### src/rtl/picoblaze_sample_port.sv
// picoblaze_sample_port
//   I/O-port responder for a PicoBlaze CPU. External byte samples are
//   captured into a small FIFO. Each accepted sample can raise an interrupt.
//   The CPU pops samples and reads status with INPUT instructions, and it
//   controls the block with OUTPUT instructions.
// Ports:
//   clk, reset_n         clock, synchronous active-low reset
//   sample_strobe/data   one-cycle push of an external byte
//   port_id              CPU port address (shared by reads and writes)
//   read_strobe          CPU INPUT qualifier (DATA_PORT read pops the FIFO)
//   write_strobe         CPU OUTPUT qualifier
//   out_port             CPU write data (CTRL_PORT: [0] flush, [1] clear
//                        overflow, [2] interrupt enable)
//   in_port              registered read data, one cycle after port_id
//   interrupt            interrupt request, cleared by interrupt_ack
//   interrupt_ack        CPU acknowledge
module picoblaze_sample_port #(
  parameter int unsigned FIFO_DEPTH  = 16,
  parameter int unsigned ADDR_W      = 4,
  parameter logic [7:0]  DATA_PORT   = 8'h00,
  parameter logic [7:0]  STATUS_PORT = 8'h01,
  parameter logic [7:0]  CTRL_PORT   = 8'h02
) (
  input  logic       clk,
  input  logic       reset_n,
  input  logic       sample_strobe,
  input  logic [7:0] sample_data,
  input  logic [7:0] port_id,
  input  logic       read_strobe,
  input  logic       write_strobe,
  input  logic [7:0] out_port,
  output logic [7:0] in_port,
  output logic       interrupt,
  input  logic       interrupt_ack
);

  localparam logic [ADDR_W:0] DEPTH_C = (ADDR_W + 1)'(FIFO_DEPTH);

  logic [7:0]        mem_r [FIFO_DEPTH];
  logic [ADDR_W-1:0] wr_ptr_r;
  logic [ADDR_W-1:0] rd_ptr_r;
  logic [ADDR_W:0]   count_r;
  logic              overflow_r;
  logic              int_en_r;

  logic              empty_s;
  logic              full_s;
  logic              pop_s;
  logic              ctrl_wr_s;
  logic              flush_s;
  logic              clr_ovf_s;
  logic              push_acc_s;
  logic              ovf_evt_s;
  logic [4:0]        count5_s;
  logic [7:0]        rd_data_s;
  logic              irq_next_s;
  logic              unused_ctrl_bits_s;

  // Control-write bits 7..3 carry no meaning.
  assign unused_ctrl_bits_s = ^out_port[7:3];

  // FIFO flags and the qualified bus events for this cycle.
  always_comb begin
    empty_s    = (count_r == '0);
    full_s     = (count_r == DEPTH_C);
    count5_s   = 5'(count_r);
    pop_s      = read_strobe && (port_id == DATA_PORT) && !empty_s;
    ctrl_wr_s  = write_strobe && (port_id == CTRL_PORT);
    flush_s    = ctrl_wr_s && out_port[0];
    clr_ovf_s  = ctrl_wr_s && out_port[1];
    // A full FIFO still accepts a sample when a pop frees a slot in the
    // same cycle; a flush discards any same-cycle sample.
    push_acc_s = sample_strobe && !flush_s && (!full_s || pop_s);
    ovf_evt_s  = sample_strobe && !flush_s && full_s && !pop_s;
    irq_next_s = (interrupt && !interrupt_ack) || (push_acc_s && int_en_r);
  end

  // Read-data mux, decoded from the current port_id and pre-update state.
  always_comb begin
    rd_data_s = 8'h00;
    if (port_id == DATA_PORT) begin
      if (!empty_s) begin
        rd_data_s = mem_r[rd_ptr_r];
      end else begin
        rd_data_s = 8'h00;
      end
    end else if (port_id == STATUS_PORT) begin
      rd_data_s = {count5_s, overflow_r, full_s, empty_s};
    end else begin
      rd_data_s = 8'h00;
    end
  end

  // Sample storage; contents need no reset because count gates every read.
  always_ff @(posedge clk) begin
    if (push_acc_s) begin
      mem_r[wr_ptr_r] <= sample_data;
    end
  end

  // Pointers, occupancy, sticky overflow, interrupt and registered outputs.
  always_ff @(posedge clk) begin
    if (!reset_n) begin
      wr_ptr_r   <= '0;
      rd_ptr_r   <= '0;
      count_r    <= '0;
      overflow_r <= 1'b0;
      int_en_r   <= 1'b0;
      interrupt  <= 1'b0;
      in_port    <= 8'h00;
    end else begin
      in_port   <= rd_data_s;
      interrupt <= irq_next_s;

      if (flush_s) begin
        wr_ptr_r <= '0;
        rd_ptr_r <= '0;
        count_r  <= '0;
      end else begin
        if (push_acc_s) begin
          wr_ptr_r <= wr_ptr_r + 1'b1;
        end
        if (pop_s) begin
          rd_ptr_r <= rd_ptr_r + 1'b1;
        end
        case ({push_acc_s, pop_s})
          2'b10:   count_r <= count_r + 1'b1;
          2'b01:   count_r <= count_r - 1'b1;
          default: count_r <= count_r;
        endcase
      end

      // An overflow in the same cycle as a clear request keeps the flag set.
      if (ovf_evt_s) begin
        overflow_r <= 1'b1;
      end else if (clr_ovf_s) begin
        overflow_r <= 1'b0;
      end

      if (ctrl_wr_s) begin
        int_en_r <= out_port[2];
      end
    end
  end

endmodule
### config.mk
export PLATFORM = sky130hd
export DESIGN_NAME = picoblaze_sample_port
export DESIGN_NICKNAME = d
export VERILOG_FILES = /design/src/rtl/picoblaze_sample_port.sv
export SDC_FILE = /design/constraint.sdc
export NUM_CORES = 1
export LEC_CHECK = 0
export ABC_AREA = 1
export ABC_CLOCK_PERIOD_IN_PS = 5220
export CORE_AREA = 2 2 105 107
export CTS_CLUSTER_SIZE = 16
export DETAILED_ROUTE_END_ITERATION = 6
export DIE_AREA = 0 0 107 109
export GPL_TIMING_DRIVEN = 1
export HOLD_SLACK_MARGIN = 0.03
export PLACE_DENSITY = 0.88
export SLEW_MARGIN = 20
export SYNTH_ARGS = -nofsm -noshare
export SYNTH_HDL_FRONTEND = slang
export SYNTH_SLANG_ARGS = --single-unit
### constraint.sdc
create_clock -name clk -period 5.22 [get_ports clk]
set_input_delay 1.044 -clock clk [delete_from_list [all_inputs] [get_ports clk]]
set_output_delay 1.044 -clock clk [all_outputs]
set_load 0.005 [all_outputs]
After elaboration in Yosys (flattened, before gate mapping). Memories as Yosys holds them, arrays and structs flattened. A register that Yosys moved wholly into a read port is not among the register bits. Cells that the tools add are included.

Logic and storage cells: 51. Bits in writable memories: 128. Memories kept: 1. Register bits after elaboration: 24. Input port bits: 30.

Memory list: mem_r (words 16, bits a word 8, read ports 1, clocked after Yosys merged registers in 1, write ports 1, RTL line 39) `logic [7:0] mem_r [FIFO_DEPTH];`.

Reduce and logical (&&, ||, !) cells: 23. Add/subtract/negate cells: 4. Bitwise operators: 1. Multiplexer cells: 10. Equality and inequality tests: 5.

Operators by type and width (count): two-way mux 8 bit (3); logical AND 1 bit (11); case mux 5 bit (2 select lines) (1); adder 4 x 1 -> 4 bit, second input constant (2); == test 8 x 1 -> 1 bit, second input constant (1); == test 8 x 2 -> 1 bit, second input constant (1); zero test 8 bit (1); two-way mux 4 bit (2); adder 5 x 1 -> 5 bit, second input constant (1); == test 5 bit, second input constant (1); zero test 1 bit (5); zero test 5 bit (1); subtractor 5 x 1 -> 5 bit, second input constant (1); two-way mux 1 bit (4); nonzero test 2 bit (2); == test 2 x 1 -> 1 bit, second input constant (1); == test 2 bit, second input constant (1); logical OR 1 bit (2); OR reduction 2 bit (1); NOT 1 bit (1).

Logic depth before layout (Yosys ltp). Gate-level depths: netlist of run 1.

Depth in word-level cells: 8. Depth in mapped cells: 18. Mapped depth without buffers: 18.

Least setup slack after synthesis of run 1. OpenSTA, ideal clock, no wires.

Kind: input to register. From: input port port_id[7]. To: memory mem_r[3][0] (enable). Buffers on the path: 0. Cell stages on the path: 9. Path slack: 2.608 ns. Library setup time: 0.370 ns. Arrival time: 2.242 ns. Required time: 4.850 ns. Path through: nor2_2 nand2_2 nor2_4 nand3_1 nand2_2 nand2_4 nor2_1 nand2_1 nor2_1.

Word-level cells in the longest chain between the ends: 8. Elaborated cells between the ends (all ways): 12. Those cells by class: 1 x eq/ne; 2 x mux; 9 x reduce/logical.

RTL lines: start, declared (RTL line 28) `input logic [7:0] port_id,`; == test 8 x 2 -> 1 bit (RTL line 68) `ctrl_wr_s = write_strobe && (port_id == CTRL_PORT);`; logical AND 1 bit (RTL line 68); logical AND 1 bit (RTL line 69) `flush_s = ctrl_wr_s && out_port[0];`; zero test 1 bit (RTL line 73) `push_acc_s = sample_strobe && !flush_s && (!full_s || pop_s);`; logical AND 1 bit (RTL line 73); logical AND 1 bit (*) (RTL line 73); two-way mux 1 bit (*) (RTL line 96) `if (push_acc_s) begin`; two-way mux 1 bit (not written as such) (*) (RTL line 97) `mem_r[wr_ptr_r] <= sample_data;`; end, declared (RTL line 39).

Every way passes the cells marked *; elsewhere a longest branch is shown, timed or not.

Worst setup path after layout of run 1.
From: input port port_id[3]. To: memory mem_r[10][2] (enable).

Same word-level chain as after synthesis.

==> flow_metrics.py, run 1 <==
metrics = {
    "worst_setup_path": {
        "cpMostUsedCell": "nand2_1",
        "criticalPathCategory": "primary input to register",
        "r2r_cells": 7,
        "cp.required_ns": 5.38,
        "worstSetupStartpointType": "primary input",
        "worstSetupPathDepth": 10,
        "cp.arrival_ns": 3.18,
        "startpoint": "port_id[3]",
        "slowest_delay_ns": 0.70,
        "critPathCapture": "mem_r[10][2]$_DFFE_PP_",
        "path_cells": "clkdlybuf4s50_1 -> nor2_2 -> nand2_1 -> nor2_4 -> nand3_1 -> nand2_2 -> nand2_4 -> inv_4 -> nand2_1 -> nor2_1",
        "crit_path_max_fanout": 8,
        "cp_num_buf_inv": 2,
        "cp_slowest_cell": "nor2_1",
        "reg2reg_to": "in_port[1]$_SDFF_PN0_",
        "end_kind": "register",
        "r2r_slack_ns": 2.64,
        "critPathTopFamily": "simple AND/OR/NAND/NOR gates",
    },
    "logic_synthesis": {
        "synth.avg_cell_area_um2": 11.57,
        "netlist_instances": 570,
        "netlist_area_mm2": 0.006595,
        "ys_async_sr_fraction_pct": 0,
        "synth-main-ff-cell": "edfxtp_1",
        "synthDominantCellAreaShare_pct": 58.28,
        "ys_warn_count": 0,
        "ys_seq_area_share_pct": 66.78,
        "synth_area_leader_cell": "edfxtp_1",
        "synth_cell_type_count": 34,
        "syn-num-nets": 606,
        "synth_seq_cells": 156,
        "synth-edff-count": 128,
        "synth_top_cells_by_area": "edfxtp_1 (58%), dfxtp_1 (8.5%), o21ai_0 (5.5%)",
    },
    "global_route": {
        "antenna_found_initial": 0,
        "grt_pass1_vias": 4309,
        "grt_pass1_wl_um": 21960,
        "grtUsageTotal_pct": 25.94,
        "grt_remaining_overflow": 0,
        "grt_max_degree": 97,
    },
    "placed_design": {
        "io_buffers": 33,
        "place_hpwl_um": 8911,
        "gp_congestion": 0.8739,
        "post-place-ws_ns": 1.692,
    },
    "sta": {
        "tightest_slew_ns": 1.095,
        "worst_slack_ns": 2.205,
        "rsz0062_at_grt": "no",
        "whs_ns": 0.4796,
        "final-hold-violation-count": 0,
        "fmax_mhz": 331.7,
        "skew_ns": 0.008998,
        "max_slew_margin_pct": 26.98,
        "finalSetupViolCount": 0,
        "post-route-period-util_pct": 57.76,
        "period_minus_slack_ns": 3.015,
        "drv_slew": 0,
        "fin_setup_tns_ns": 0,
    },
    "run": {
        "timing.max_cap.violations": 0,
    },
    "clock_tree": {
        "clk-insertion-delay-late_ns": 0.54,
        "post_cts_buffers": 0,
        "hold_buffers": 0,
        "clockBufferDepth": 2,
        "cts.sinks": 156,
        "cts_max_level": 4,
        "cts_root_buf": "clkbuf_8",
        "tritoncts": "built",
        "cts_resized": 0,
        "cts_made_buffers": 17,
        "clkTransAtPathRegs_ns": 0.06,
    },
    "drt": {
        "drc": 0,
        "drt_iter0_markers": 564,
        "wl_per_cell_um": 19.11,
        "first_pass_iters": 6,
        "antenna_left": 0,
        "vias": 4418,
        "via_per_inst": 5.859,
        "drt_wl_total_um": 14410,
    },
    "floorplanning": {
        "placementRows": 38,
        "core_area_mm2": 0.01060,
        "die_area_mm2": 0.01166,
        "die_y_um": 109,
        "die_x_um": 107,
        "ios": 39,
        "start_util_pct": 62.20,
    },
    "final_layout": {
        "layout_common_cells": "edfxtp_1 (128), o21ai_0 (73), nand2_1 (67)",
        "seq_area_mm2": 0.004408,
        "final_common_cell": "edfxtp_1",
        "fin_nets": 637,
        "final_util_pct": 71.34,
        "diodes": 0,
        "multi_input_area_mm2": 0.001809,
        "fill_cells": 667,
        "area_growth_pct": 14.68,
        "layout-drive-gt1-share_pct": 9.446,
    },
    "pwr": {
        "swShare_pct": 23.07,
        "p_leak_nw": 2.646,
        "seq_power_share_pct": 51.5,
        "switchingPower_uw": 616.0,
        "irDropWorstVdd_mv": 0.1903,
        "p_int_mw": 2.054,
        "comb_power_share_pct": 4.4,
        "clockPowerShare_pct": 44.1,
        "p_per_area_mw_per_mm2": 353.0,
    },
    "hold_path": {
        "holdCritStartpoint": "overflow_r$_SDFFE_PN0P_",
        "hp-class": "register to register",
    },
    "run_status": {
        "outcome": "finished clean",
    },
}
## metrics by stage
step           std cells  cell area (µm²)  power [mW]
2_1_floorplan        570             6595       1.457
3_3_place_gp         722             6999       1.507
3_5_place_dp         722             6999       1.514
4_1_cts              754             7564       2.677
5_1_grt              754             7564       2.732
6_report             754             7564       2.670
## final cells by class
cell class	instances	area share (%)
Clock inverter	15	1.985
Sequential cell	156	58.28
Timing Repair Buffer	34	4.467
Inverter	71	3.557
Multi-Input combinational cell	321	23.92
Clock buffer	17	5.476
Tap cell	140	2.316
## per-layer routing
metal | routed length [µm] | track usage (%) | vias up
met2 | 7544 | 44.18 | 184
met1 | 5539 | 30.87 | 2139
met3 | 870 | 6.396 | 44
met5 | 0 | 0 | -
met4 | 453 | 13.27 | 0
li1 | - | - | 2051
## how the worst min path moves through the flow
| stage | to | cells after the start |
|---|---|---|
| 2_1_floorplan | register | 2 |
| 3_3_place_gp | in_port[2]$_SDFF_PN0_ | 2 |
| 3_5_place_dp | in_port[2]$_SDFF_PN0_ | 2 |
| 4_1_cts | in_port[2]$_SDFF_PN0_ | 2 |
| 5_1_grt | interrupt$_SDFF_PN0_ | 2 |
| 6_report | in_port[2]$_SDFF_PN0_ | 2 |
## worst min-delay path, delay by kind of cell, from the launching register on
family | cells | cell delay, ns
DFF | 1 | 0.31
AOI/OAI and AO/OA | 1 | 0.06
and+or+nand+nor | 1 | 0.06
## flip-flops by register name, summed over array words and instances, names as in the netlist, named ones only
register	flops
wr_ptr_r	4
count5_s	5
mem_r	128
int_en_r	1
in_port	8
overflow_r	1
interrupt	1
rd_ptr_r	4
## power by group through the flow
stage / Combinational [mW] / Clock (mW) / Sequential, mW
floorplan: 0.0586 / 0 / 1.40
global route: 0.129 / 1.23 / 1.38
CTS: 0.116 / 1.19 / 1.37
finish: 0.117 / 1.18 / 1.37
detailed placement: 0.112 / 0 / 1.40
global placement: 0.107 / 0 / 1.40
## cell usage after synthesis (5+ instances only)
| master | count |
|---|---|
| nor2_1 | 28 |
| nor2_2 | 5 |
| o211ai_1 | 6 |
| dfxtp_1 | 28 |
| edfxtp_1 | 128 |
| o21ai_0 | 73 |
| ha_1 | 6 |
| mux2i_1 | 32 |
| nand2_2 | 5 |
| a21oi_1 | 54 |
| nand2_1 | 67 |
| nand2_4 | 5 |
| clkbuf_1 | 14 |
| nand3_1 | 23 |
| inv_1 | 66 |
## cell families after synthesis
| kind of cell | after synthesis | share of synthesized area (%) |
|---|---|---|
| buffers and inverters | 93 | 5.786 |
| muxes | 32 | 4.857 |
| adders and majority gates | 6 | 1.138 |
| xor gates and xnor gates | 2 | 0.2657 |
| and+or+nand+nor | 143 | 10.42 |
| AOI/OAI and AO/OA | 138 | 10.76 |
| DFF | 156 | 66.78 |
No activity file was read; power rests on OpenSTA's default activity.
==> run 2, diff against run 1 <==
--- a/config.mk
+++ b/config.mk
@@ -6,14 +6,14 @@
 export NUM_CORES = 1
 export LEC_CHECK = 0
 export ABC_AREA = 1
-export ABC_CLOCK_PERIOD_IN_PS = 5220
-export CORE_AREA = 2 2 105 107
+export ABC_CLOCK_PERIOD_IN_PS = 2700
+export CORE_AREA = 2 2 115 117
 export CTS_CLUSTER_SIZE = 16
 export DETAILED_ROUTE_END_ITERATION = 6
-export DIE_AREA = 0 0 107 109
+export DIE_AREA = 0 0 117 119
 export GPL_TIMING_DRIVEN = 1
 export HOLD_SLACK_MARGIN = 0.03
-export PLACE_DENSITY = 0.88
+export PLACE_DENSITY = 0.79
 export SLEW_MARGIN = 20
 export SYNTH_ARGS = -nofsm -noshare
 export SYNTH_HDL_FRONTEND = slang
==> constraint.sdc (replaced) <==
create_clock -name clk -period 2.7 [get_ports clk]
set_input_delay 0.54 -clock clk [delete_from_list [all_inputs] [get_ports clk]]
set_output_delay 0.54 -clock clk [all_outputs]
set_load 0.005 [all_outputs]
==> run 2 against run 1 <==
Sequential share of layout area fell by 2.1 points. Critical endpoint is now count5_s[2]$_SDFFE_PP0P_. Global-route usage fell by 4.6 points. Sequential power rose by 94%. Final cell count rose by 7.6%. Clock-buffer cell count rose by 11. Clock power rose by 110%. Routed wire length fell by 2.9%.
==> flow_metrics.py, run 2 (synthesis gave the netlist of run 1 again) <==
metrics = {
    "final_layout": {
        "final_util_pct": 60.91,
        "postLayoutCellArea_mm2": 0.007843,
        "area_growth_pct": 18.91,
        "multi_input_area_mm2": 0.001809,
        "fin_nets": 658,
        "largest_register": "mem_r",
        "largest_reg_flops": 128,
        "layout-drive-gt1-share_pct": 11.65,
        "final_common_cell": "edfxtp_1",
        "seq_area_mm2": 0.004408,
        "layout_common_cells": "edfxtp_1 (128), o21ai_0 (73), nand2_1 (67)",
        "fill_cells": 979,
        "diodes": 0,
        "fin_cells": 811,
    },
    "sta": {
        "final-hold-violation-count": 0,
        "fmax_mhz": 453.8,
        "drv_slew": 0,
        "post-route-period-util_pct": 81.62,
        "max_slew_margin_pct": 58.35,
        "period_minus_slack_ns": 2.204,
        "fin_setup_tns_ns": 0,
        "skew_ns": 0.005181,
        "worst_slack_ns": 0.4962,
        "finalSetupViolCount": 0,
        "tightest_slew_ns": 0.6228,
        "rsz0062_at_grt": "no",
        "whs_ns": 0.4718,
    },
    "global_route": {
        "grt_max_degree": 46,
        "grt_pass1_wl_um": 22070,
        "grt_pass1_vias": 4401,
        "grtUsageTotal_pct": 21.32,
        "antenna_found_initial": 0,
        "grt_remaining_overflow": 0,
    },
    "floorplanning": {
        "ios": 39,
        "die_y_um": 119,
        "die_area_mm2": 0.01392,
        "placementRows": 42,
        "start_util_pct": 51.22,
        "die_x_um": 117,
        "core_area_mm2": 0.01287,
    },
    "worst_setup_path": {
        "critPathTopFamily": "simple AND/OR/NAND/NOR gates",
        "worstSetupStartpointType": "primary input",
        "cp_slowest_cell": "clkdlybuf4s50_1",
        "end_kind": "register",
        "reg2reg_to": "count5_s[2]$_SDFFE_PP0P_",
        "cp.required_ns": 3.02,
        "slowest_delay_ns": 0.42,
        "r2r_cells": 15,
        "cp_num_buf_inv": 4,
        "path_cells": "clkdlybuf4s50_1 -> nor2_2 -> nand2_2 -> nor2_4 -> nand2_4 -> nor2_8 -> nand3_1 -> nand2_1 -> inv_1 -> ha_1 -> inv_1 -> nand2_1 -> xor2_1 -> nand2_1 -> o211ai_1 -> inv_1",
        "criticalPathCategory": "primary input to register",
        "worstReg2RegStart": "count5_s[2]$_SDFFE_PP0P_",
        "cp.arrival_ns": 2.52,
        "r2r_slack_ns": 0.70,
        "crit_path_max_fanout": 7,
    },
    "clock_tree": {
        "clkTransAtPathRegs_ns": 0.06,
        "tritoncts": "built",
        "cts_resized": 0,
        "cts_max_level": 4,
        "cts_made_buffers": 17,
        "clk-insertion-delay-late_ns": 0.42,
        "cts.sinks": 156,
        "hold_buffers": 0,
        "cts_root_buf": "clkbuf_16",
        "post_cts_buffers": 0,
        "clockBufferDepth": 2,
    },
    "placed_design": {
        "post-place-ws_ns": 0.08472,
        "io_buffers": 33,
        "place_area_mm2": 0.007214,
        "place_hpwl_um": 9000,
        "dp.cells": 779,
        "gp_congestion": 0.8024,
    },
    "pwr": {
        "p_per_area_mw_per_mm2": 679.0,
        "power_mw": 5.325,
        "irDropWorstVdd_mv": 0.4699,
        "p_leak_nw": 2.795,
    },
    "drt": {
        "first_pass_iters": 5,
        "drt_wl_total_um": 13990,
        "drt_iter0_markers": 516,
        "via_per_inst": 5.414,
        "drc": 0,
        "vias": 4391,
        "wl_per_cell_um": 17.25,
        "antenna_left": 0,
    },
    "hold_path": {
        "holdCritStartpoint": "int_en_r$_SDFFE_PN0N_",
        "hp-class": "register to register",
        "hold_end": "interrupt$_SDFF_PN0_",
        "min_path_cells": 2,
    },
    "run": {
        "timing.max_cap.violations": 0,
    },
    "run_status": {
        "outcome": "finished clean",
    },
}
-- run 2: changes by cell type in the layout (fill, tap and decap cells not counted) --
cell | previous run | this run
buf_4 | 1 | 21
clkbuf_16 | 16 | 22
clkinv_2 | 2 | 3
inv_6 | 7 | 0
inv_8 | 3 | 0
clkbuf_1 | 0 | 5
buf_12 | 0 | 1
clkinvlp_4 | 2 | 0
-- run 2: worst register-to-register path: cells and delay by family (launching register included) --
kind / cells / cell delay (ns)
AOI/OAI and AO/OA: 1 / 0.08
and+or+nand+nor: 9 / 0.92
DFF: 1 / 0.38
adders and majority gates: 1 / 0.18
buffers and inverters: 3 / 0.15
xor gates and xnor gates: 1 / 0.18
-- run 2: routing by layer --
metal	GRT usage, %	wire [µm]
met1	27.28	5759
met2	34.83	7122
met3	5.445	855
met4	8.088	253
met5	0	0
-- run 2: how the worst max path moves through the flow --
| stage | from | end | slack (ns) | cells past startpoint |
|---|---|---|---|---|
| floorplan | port_id[7] | mem_r[3][0]$_DFFE_PP_ | 0.59 | 9 |
| global placement | port_id[3] | count5_s[4]$_SDFFE_PP0P_ | 0.14 | 18 |
| detailed placement | port_id[3] | count5_s[2]$_SDFFE_PP0P_ | 0.08 | 16 |
| CTS | port_id[0] | count5_s[2]$_SDFFE_PP0P_ | 0.52 | 16 |
| global route | port_id[7] | count5_s[4]$_SDFFE_PP0P_ | 0.34 | 18 |
| finish | port_id[6] | count5_s[2]$_SDFFE_PP0P_ | 0.50 | 16 |
-- run 2: area by class of cell --
| class | count | share of cell area (%) |
|---|---|---|
| well taps | 176 | 2.808 |
| multi-input cells | 321 | 23.07 |
| inverters | 71 | 3.430 |
| repair buffers | 55 | 6.477 |
| clock buffers | 28 | 7.435 |
| clock inverters | 4 | 0.5743 |
| flip-flops and latches | 156 | 56.21 |
-- run 2: where the power goes --
part | switching, mW | leakage, nW | internal (mW)
clock network | 0.875 | 0.310 | 1.57
registers | 0.0191 | 1.38 | 2.64
logic | 0.145 | 1.10 | 0.0811
total | 1.04 | 2.79 | 4.29
